File: src/rtl/adc_drdy_scheduler.sv
// -----------------------------------------------------------------------------
// adc_drdy_scheduler
//
// Captures falling edges on CH_NUM asynchronous, active-low DRDYOUT lines and
// schedules a single shared ADC read engine. Mode 0 serves channels one at a
// time in round-robin order. Mode 1 collects an aligned frame across all
// enabled chains, then serves the captured channels in ascending order.
//
// Ports:
//   sys_clk, sys_rst  clock and synchronous active-high reset
//   drdy_n            asynchronous DRDYOUT lines, idle high
//   ch_enable         per-channel enable; a disabled channel drops its pending
//   mode              0 = round-robin, 1 = aligned frame (sampled in IDLE)
//   timeout_cfg       aligned-mode collect limit in cycles, 0 = no limit
//   rd_req, rd_ch     registered read request and granted channel
//   rd_ack            one-cycle pulse, read of rd_ch complete
//   pending           pending DRDY flags
//   overrun           sticky overrun flags, cleared by overrun_clr
//   frame_start       pulse, aligned frame issue begins
//   frame_done        pulse, last ack of an aligned frame seen
//   timeout_flag      pulse, frame was issued because the collect timed out
//   busy              scheduler FSM not in IDLE
// -----------------------------------------------------------------------------
module adc_drdy_scheduler #(
  parameter int CH_NUM      = 8,
  parameter int SYNC_STAGES = 2,
  parameter int TIMEOUT_W   = 16,
  parameter int CH_W        = (CH_NUM > 1) ? $clog2(CH_NUM) : 1
) (
  input  logic                 sys_clk,
  input  logic                 sys_rst,
  input  logic [CH_NUM-1:0]    drdy_n,
  input  logic [CH_NUM-1:0]    ch_enable,
  input  logic                 mode,
  input  logic [TIMEOUT_W-1:0] timeout_cfg,
  output logic                 rd_req,
  output logic [CH_W-1:0]      rd_ch,
  input  logic                 rd_ack,
  output logic [CH_NUM-1:0]    pending,
  output logic [CH_NUM-1:0]    overrun,
  input  logic [CH_NUM-1:0]    overrun_clr,
  output logic                 frame_start,
  output logic                 frame_done,
  output logic                 timeout_flag,
  output logic                 busy
);

  typedef enum logic [2:0] {
    IDLE      = 3'd0,
    COLLECT   = 3'd1,
    ISSUE     = 3'd2,
    WAIT_ACK  = 3'd3,
    FRAME_END = 3'd4
  } state_t;

  state_t state_reg, state_next;

  logic [CH_NUM-1:0] pending_vec;
  logic [CH_NUM-1:0] overrun_vec;
  logic [CH_NUM-1:0] grant_clr;

  // ---------------------------------------------------------------------------
  // Per-channel synchroniser, edge detector and pending/overrun flags.
  // The synchroniser and the previous-value flop reset to 1 so that a line
  // held low through reset produces exactly one edge after release.
  // ---------------------------------------------------------------------------
  generate
    for (genvar gi = 0; gi < CH_NUM; gi++) begin : g_ch
      logic [SYNC_STAGES-1:0] sync_reg;
      logic                   prev_reg;
      logic                   edge_reg;
      logic                   pend_reg;
      logic                   ovr_reg;
      logic                   set_pend;
      logic                   ovr_set;

      // A grant clearing the flag in the same cycle as a new edge is not an
      // overrun: the old request is being consumed as the new one arrives.
      assign set_pend = edge_reg & ch_enable[gi];
      assign ovr_set  = set_pend & pend_reg & ~grant_clr[gi];

      always_ff @(posedge sys_clk) begin
        if (sys_rst) begin
          sync_reg <= '1;
          prev_reg <= 1'b1;
          edge_reg <= 1'b0;
          pend_reg <= 1'b0;
          ovr_reg  <= 1'b0;
        end else begin
          sync_reg <= {sync_reg[SYNC_STAGES-2:0], drdy_n[gi]};
          prev_reg <= sync_reg[SYNC_STAGES-1];
          edge_reg <= prev_reg & ~sync_reg[SYNC_STAGES-1];

          if (set_pend) begin
            pend_reg <= 1'b1;
          end else if (grant_clr[gi] || !ch_enable[gi]) begin
            pend_reg <= 1'b0;
          end

          if (ovr_set) begin
            ovr_reg <= 1'b1;
          end else if (overrun_clr[gi]) begin
            ovr_reg <= 1'b0;
          end
        end
      end

      assign pending_vec[gi] = pend_reg;
      assign overrun_vec[gi] = ovr_reg;
    end
  endgenerate

  // ---------------------------------------------------------------------------
  // Scheduler datapath registers
  // ---------------------------------------------------------------------------
  logic                 mode_reg;
  logic [CH_W-1:0]      last_grant_reg, last_grant_next;
  logic [CH_W-1:0]      rd_ch_reg, rd_ch_next;
  logic                 rd_req_reg, rd_req_next;
  logic [CH_NUM-1:0]    snap_reg, snap_next;
  logic [TIMEOUT_W-1:0] cnt_reg, cnt_next;
  logic                 frame_start_reg, frame_start_next;
  logic                 frame_done_reg, frame_done_next;
  logic                 timeout_reg, timeout_next;

  logic [CH_NUM-1:0]    active;
  logic [CH_NUM-1:0]    snap_live;
  logic                 all_ready;
  logic [TIMEOUT_W-1:0] cnt_inc;
  logic                 to_hit;

  assign active    = pending_vec & ch_enable;
  assign snap_live = snap_reg & ch_enable;
  assign all_ready = (active == ch_enable);
  assign cnt_inc   = cnt_reg + 1'b1;
  // The collect phase lasts exactly timeout_cfg cycles: the limit is hit on
  // the cycle whose increment brings the counter up to timeout_cfg.
  assign to_hit    = (timeout_cfg != '0) && (cnt_inc == timeout_cfg);

  // Round-robin pick: lowest active channel above last_grant, otherwise the
  // lowest active channel at or below it (wrap-around).
  logic [CH_W-1:0] up_sel, wrap_sel, rr_sel, lo_sel, sel;
  logic            up_found, wrap_found, rr_found, lo_found, sel_found;
  logic [CH_NUM-1:0] sel_onehot, rd_ch_onehot;

  always_comb begin
    up_sel     = '0;
    wrap_sel   = '0;
    lo_sel     = '0;
    up_found   = 1'b0;
    wrap_found = 1'b0;
    for (int k = CH_NUM - 1; k >= 0; k--) begin
      if (active[k] && (CH_W'(k) > last_grant_reg)) begin
        up_found = 1'b1;
        up_sel   = CH_W'(k);
      end
      if (active[k] && (CH_W'(k) <= last_grant_reg)) begin
        wrap_found = 1'b1;
        wrap_sel   = CH_W'(k);
      end
      if (snap_live[k]) begin
        lo_sel = CH_W'(k);
      end
    end
    rr_found  = up_found | wrap_found;
    rr_sel    = up_found ? up_sel : wrap_sel;
    lo_found  = |snap_live;
    sel_found = mode_reg ? lo_found : rr_found;
    sel       = mode_reg ? lo_sel : rr_sel;
  end

  always_comb begin
    sel_onehot   = '0;
    rd_ch_onehot = '0;
    for (int k = 0; k < CH_NUM; k++) begin
      sel_onehot[k]   = (sel == CH_W'(k));
      rd_ch_onehot[k] = (rd_ch_reg == CH_W'(k));
    end
  end

  // ---------------------------------------------------------------------------
  // FSM: state register
  // ---------------------------------------------------------------------------
  always_ff @(posedge sys_clk) begin
    if (sys_rst) begin
      state_reg <= IDLE;
    end else begin
      state_reg <= state_next;
    end
  end

  // ---------------------------------------------------------------------------
  // FSM: next-state logic. mode is only looked at in IDLE; later states use
  // the copy latched while idle.
  // ---------------------------------------------------------------------------
  always_comb begin
    state_next = state_reg;
    case (state_reg)
      IDLE: begin
        if (|pending_vec) begin
          state_next = mode ? COLLECT : ISSUE;
        end
      end
      COLLECT: begin
        if (all_ready || to_hit) begin
          state_next = ISSUE;
        end
      end
      ISSUE: begin
        // Nothing left to grant can happen when enables drop underneath us.
        if (sel_found) begin
          state_next = WAIT_ACK;
        end else begin
          state_next = mode_reg ? FRAME_END : IDLE;
        end
      end
      WAIT_ACK: begin
        if (rd_ack) begin
          if (!mode_reg) begin
            state_next = IDLE;
          end else if ((snap_live & ~rd_ch_onehot) == '0) begin
            state_next = FRAME_END;
          end else begin
            state_next = ISSUE;
          end
        end
      end
      FRAME_END: state_next = IDLE;
      default:   state_next = IDLE;
    endcase
  end

  // ---------------------------------------------------------------------------
  // FSM: output logic (next values of the registered outputs and datapath)
  // ---------------------------------------------------------------------------
  always_comb begin
    rd_req_next      = (state_next == WAIT_ACK);
    rd_ch_next       = rd_ch_reg;
    grant_clr        = '0;
    frame_start_next = 1'b0;
    timeout_next     = 1'b0;
    frame_done_next  = (state_next == FRAME_END);
    snap_next        = snap_live;
    cnt_next         = cnt_reg;
    last_grant_next  = last_grant_reg;
    case (state_reg)
      IDLE: begin
        cnt_next = '0;
      end
      COLLECT: begin
        cnt_next = cnt_inc;
        if (state_next == ISSUE) begin
          snap_next        = active;
          frame_start_next = 1'b1;
          timeout_next     = ~all_ready;
        end
      end
      ISSUE: begin
        if (state_next == WAIT_ACK) begin
          rd_ch_next = sel;
          grant_clr  = sel_onehot;
        end
      end
      WAIT_ACK: begin
        if (rd_ack) begin
          snap_next = snap_live & ~rd_ch_onehot;
          if (!mode_reg) begin
            last_grant_next = rd_ch_reg;
          end
        end
      end
      default: begin
      end
    endcase
  end

  always_ff @(posedge sys_clk) begin
    if (sys_rst) begin
      mode_reg        <= 1'b0;
      last_grant_reg  <= CH_W'(CH_NUM - 1);
      rd_ch_reg       <= '0;
      rd_req_reg      <= 1'b0;
      snap_reg        <= '0;
      cnt_reg         <= '0;
      frame_start_reg <= 1'b0;
      frame_done_reg  <= 1'b0;
      timeout_reg     <= 1'b0;
    end else begin
      if (state_reg == IDLE) begin
        mode_reg <= mode;
      end
      last_grant_reg  <= last_grant_next;
      rd_ch_reg       <= rd_ch_next;
      rd_req_reg      <= rd_req_next;
      snap_reg        <= snap_next;
      cnt_reg         <= cnt_next;
      frame_start_reg <= frame_start_next;
      frame_done_reg  <= frame_done_next;
      timeout_reg     <= timeout_next;
    end
  end

  assign rd_req       = rd_req_reg;
  assign rd_ch        = rd_ch_reg;
  assign pending      = pending_vec;
  assign overrun      = overrun_vec;
  assign frame_start  = frame_start_reg;
  assign frame_done   = frame_done_reg;
  assign timeout_flag = timeout_reg;
  assign busy         = (state_reg != IDLE);

endmodule

File: config.mk
export PLATFORM = sky130hd
export DESIGN_NAME = adc_drdy_scheduler
export DESIGN_NICKNAME = d
export VERILOG_FILES = /design/src/rtl/adc_drdy_scheduler.sv
export SDC_FILE = /design/constraint.sdc
export NUM_CORES = 1
export LEC_CHECK = 0
export CAP_MARGIN = 20
export CORE_MARGIN = 8
export CORE_UTILIZATION = 45
export DETAILED_ROUTE_END_ITERATION = 6
export GPL_TIMING_DRIVEN = 0
export PLACE_DENSITY = 0.83
export SLEW_MARGIN = 20
export SYNTH_ARGS = -nofsm -noshare
export SYNTH_HDL_FRONTEND = slang
export SYNTH_SLANG_ARGS = --single-unit
File: constraint.sdc
create_clock -name sys_clk -period 2.67 [get_ports sys_clk]
set_input_delay 0.267 -clock sys_clk [delete_from_list [all_inputs] [get_ports sys_clk]]
set_output_delay 0.267 -clock sys_clk [all_outputs]
set_load 0.01 [all_outputs]
==> impl_metrics.yaml <==
outcome:
  status: "complete, no violations"
sta:
  hold_violations: 0
  min_period_ps: 2597
  worst_pin_slew_ps: 782.1
  finClkSkew_ps: 7.507
  fin_crit_sh: 0.9726
  maxSlewViolCount: 0
  max_slew_margin: 0.4746
  clock.fmax_mhz: 385.1
  setup_viol: 0
  final.setup.worst_slack_ps: 73.07
  rsz0062_at_grt: "yes"
clock_network:
  cts_inserted_buffers: 9
  tritoncts: "done"
  clockRootBuffer: "clkbuf_8"
  clkLatencyLatePin_ps: 370
  cts_hold_buf: 0
  cts.path.max_buffers: 2
  numClockSinks: 86
  clk_pin_slew_worst_paths_ps: 90
  cts_max_level: 3
final_layout:
  synthToLayoutAreaGrowth_pct: 27.25
  fin_util: 0.5891
  fin_area_um2: 6082
  drive_gt1_frac: 0.1817
  final_cells: 824
  n_fill_cell: 906
  final_nets: 729
  diodes: 0
die:
  pin_count: 68
  die_h_um: 119.1
  rows: 37
  design.core.area_um2: 10320
  start_util: 0.4630
  die_area_um2: 14180
  die_width_um: 119.1
setup_path:
  startpoint_type: "register"
  end_kind: "register"
  max_stage_delay_ps: 350
  crit_start: "cnt_reg[3]$_SDFFE_PP0P_"
  reg2reg_depth: 10
  required_ps: 2930
  crit_path_frequent_cell: "buf_6"
  worst_path_max_delay_cell: "nor4_4"
  critPathKind: "reg -> reg"
  path_cells: "buf_6 > nand4_4 > nor4b_4 > xnor2_1 > o2111ai_1 > nor4_4 > a211o_2 > buf_6 > a211oi_2 > or3b_1"
  critPathArrivalTime_ps: 2850
  worstPathMaxFanout: 9
  rr_startpoint: "cnt_reg[3]$_SDFFE_PP0P_"
global_route:
  track_usage: 0.2008
  grt_first_pass_wirelength_um: 23540
  grt_pass1_vias: 4822
  grt_antenna_before_repair: 0
  grt_max_degree: 15
  overflow: 0
detailed_routing:
  antenna_left: 0
  vias_per_cell: 5.925
  wirelength_um: 14710
  dr.pass1.iters: 5
  via_count: 4882
  drc_errors: 0
  post_drt_wl_per_cell_um: 17.85
  dr.first_iter.drc_count: 422
pwr:
  intPower_mw: 1.910
  totalPowerFinal_mw: 2.607
  power_density_nw_per_um2: 428.6
  swShare: 0.2674
  p_leak_nw: 2.406
  p_switching_mw: 0.6971
  power.share.clock: 0.366
  p_comb_frac: 0.128
  peakVddDrop_uv: 383.0
  power_frac_seq: 0.507
yosys:
  synthFlopType: "dfxtp_1"
  synth_area_leaders: "dfxtp_1 (36%), nand2_1 (4.3%), nor2_1 (4.3%)"
  ys_ff_latch: 86
  synthArstFlopShare: 0
  ys_warn_count: 0
  seq_area_frac_synth: 0.3602
  synthTopCellsByCount: "dfxtp_1 (86), nand2_1 (55), nor2_1 (55)"
  syn-num-nets: 641
  yosysMostFrequentCell: "dfxtp_1"
  syn_avg_cell_area_um2: 8.019
  synth-edff-count: 0
  synthDistinctLibCells: 67
  yosysTopAreaCell: "dfxtp_1"
  synth.cell_area_um2: 4780
  synthCells: 596
  synth_top_area_share: 0.3602
placement:
  port_buffers: 66
  placed_cell_area_um2: 5610
  dp.cells: 798
  dpl_worst_slack_ps: -655.5
  gp_congestion: 0.9218
  hpwl_um: 10820
min_path:
  min_path_cells: 3
  hold_class: "in -> reg"
  worstHoldStart: "ch_enable[6]"
run:
  max-cap-violations: 0
-- metrics by stage --
step | hold WS (ps) | TNS [ps]
after detailed placement | 396.3 | -12930
after CTS | 291.8 | -4.749
after floorplan | 370.8 | 0
final | 292.5 | 0
after global routing | 329.8 | -110.9
after global placement | 390.0 | -11850
-- kinds of logic (layout without fill, tap and decap cells) --
| kind of cell | after synthesis | after routing | share of synthesized area |
|---|---|---|---|
| and+or+nand+nor | 262 | 262 | 0.2935 |
| DFF | 86 | 86 | 0.3602 |
| xor gates and xnor gates | 22 | 22 | 0.04032 |
| AOI/OAI and AO/OA | 151 | 151 | 0.2220 |
| adders and majority gates | 1 | 1 | 0.002617 |
| muxes | 4 | 4 | 0.008900 |
| buffers and inverters | 70 | 162 | 0.07251 |
-- routing by layer --
layer | track usage | part of all wire
met1 | 0.2244 | 0.42
met2 | 0.3407 | 0.48
met3 | 0.04676 | 0.061
met4 | 0.1233 | 0.046
met5 | 0 | 0
-- placed cells by master (no fill, tap or decap), types with 15 or more instances in the layout --
cell type	instances
a21oi_1	23
buf_4	30
clkbuf_1	15
clkdlybuf4s50_1	63
dfxtp_1	78
inv_1	26
nand2_1	54
nand3_1	25
nor2_1	53
o21ai_0	29
or2_2	24
-- worst paths after layout --
path / end / slack [ps]
worst min-delay path: g_ch[6].pend_reg$_SDFFE_PP0P_ / 290
worst max register to register: snap_reg[7]$_SDFF_PP0_ / 70
worst max-delay path: snap_reg[7]$_SDFF_PP0_ / 70
worst min register to register: g_ch[7].sync_reg[1]$_SDFF_PP1_ / 420
-- critical path: cells and delay by family, from the launching register on --
family,cells,cell delay (ps)
DFF,1,330
AOI/OAI and AO/OA,3,500
and+or+nand+nor,4,1190
xor gates and xnor gates,1,170
buffers and inverters,2,290
-- power by group through the flow --
| stage | clock network (mW) | logic [mW] | registers (mW) |
|---|---|---|---|
| after floorplan | 0 | 0.164 | 1.35 |
| after global placement | 0 | 0.300 | 1.35 |
| after detailed placement | 0 | 0.306 | 1.35 |
| after CTS | 0.962 | 0.315 | 1.32 |
| after global routing | 1.02 | 0.361 | 1.32 |
| final | 0.953 | 0.333 | 1.32 |
-- cell type report --
type / instances / area (um^2) / share of cell area
Buffer: 44 / 269.0 / 0.04423
Clock inverter: 5 / 57.56 / 0.009463
Clock buffer: 10 / 137.6 / 0.02263
Multi-Input combinational cell: 440 / 2863 / 0.4707
Timing Repair Buffer: 77 / 750.7 / 0.1234
Tap cell: 136 / 170.2 / 0.02798
Sequential cell: 86 / 1737 / 0.2855
Inverter: 26 / 97.59 / 0.01605
-- repair_timing --
action | in CTS | in global routing
resized for setup | 16 | 43
setup endpoints to repair | 26 | 24
buffers inserted | 3 | 8
pin swaps | 6 | 15
No activity file was read; power rests on OpenSTA's default activity.
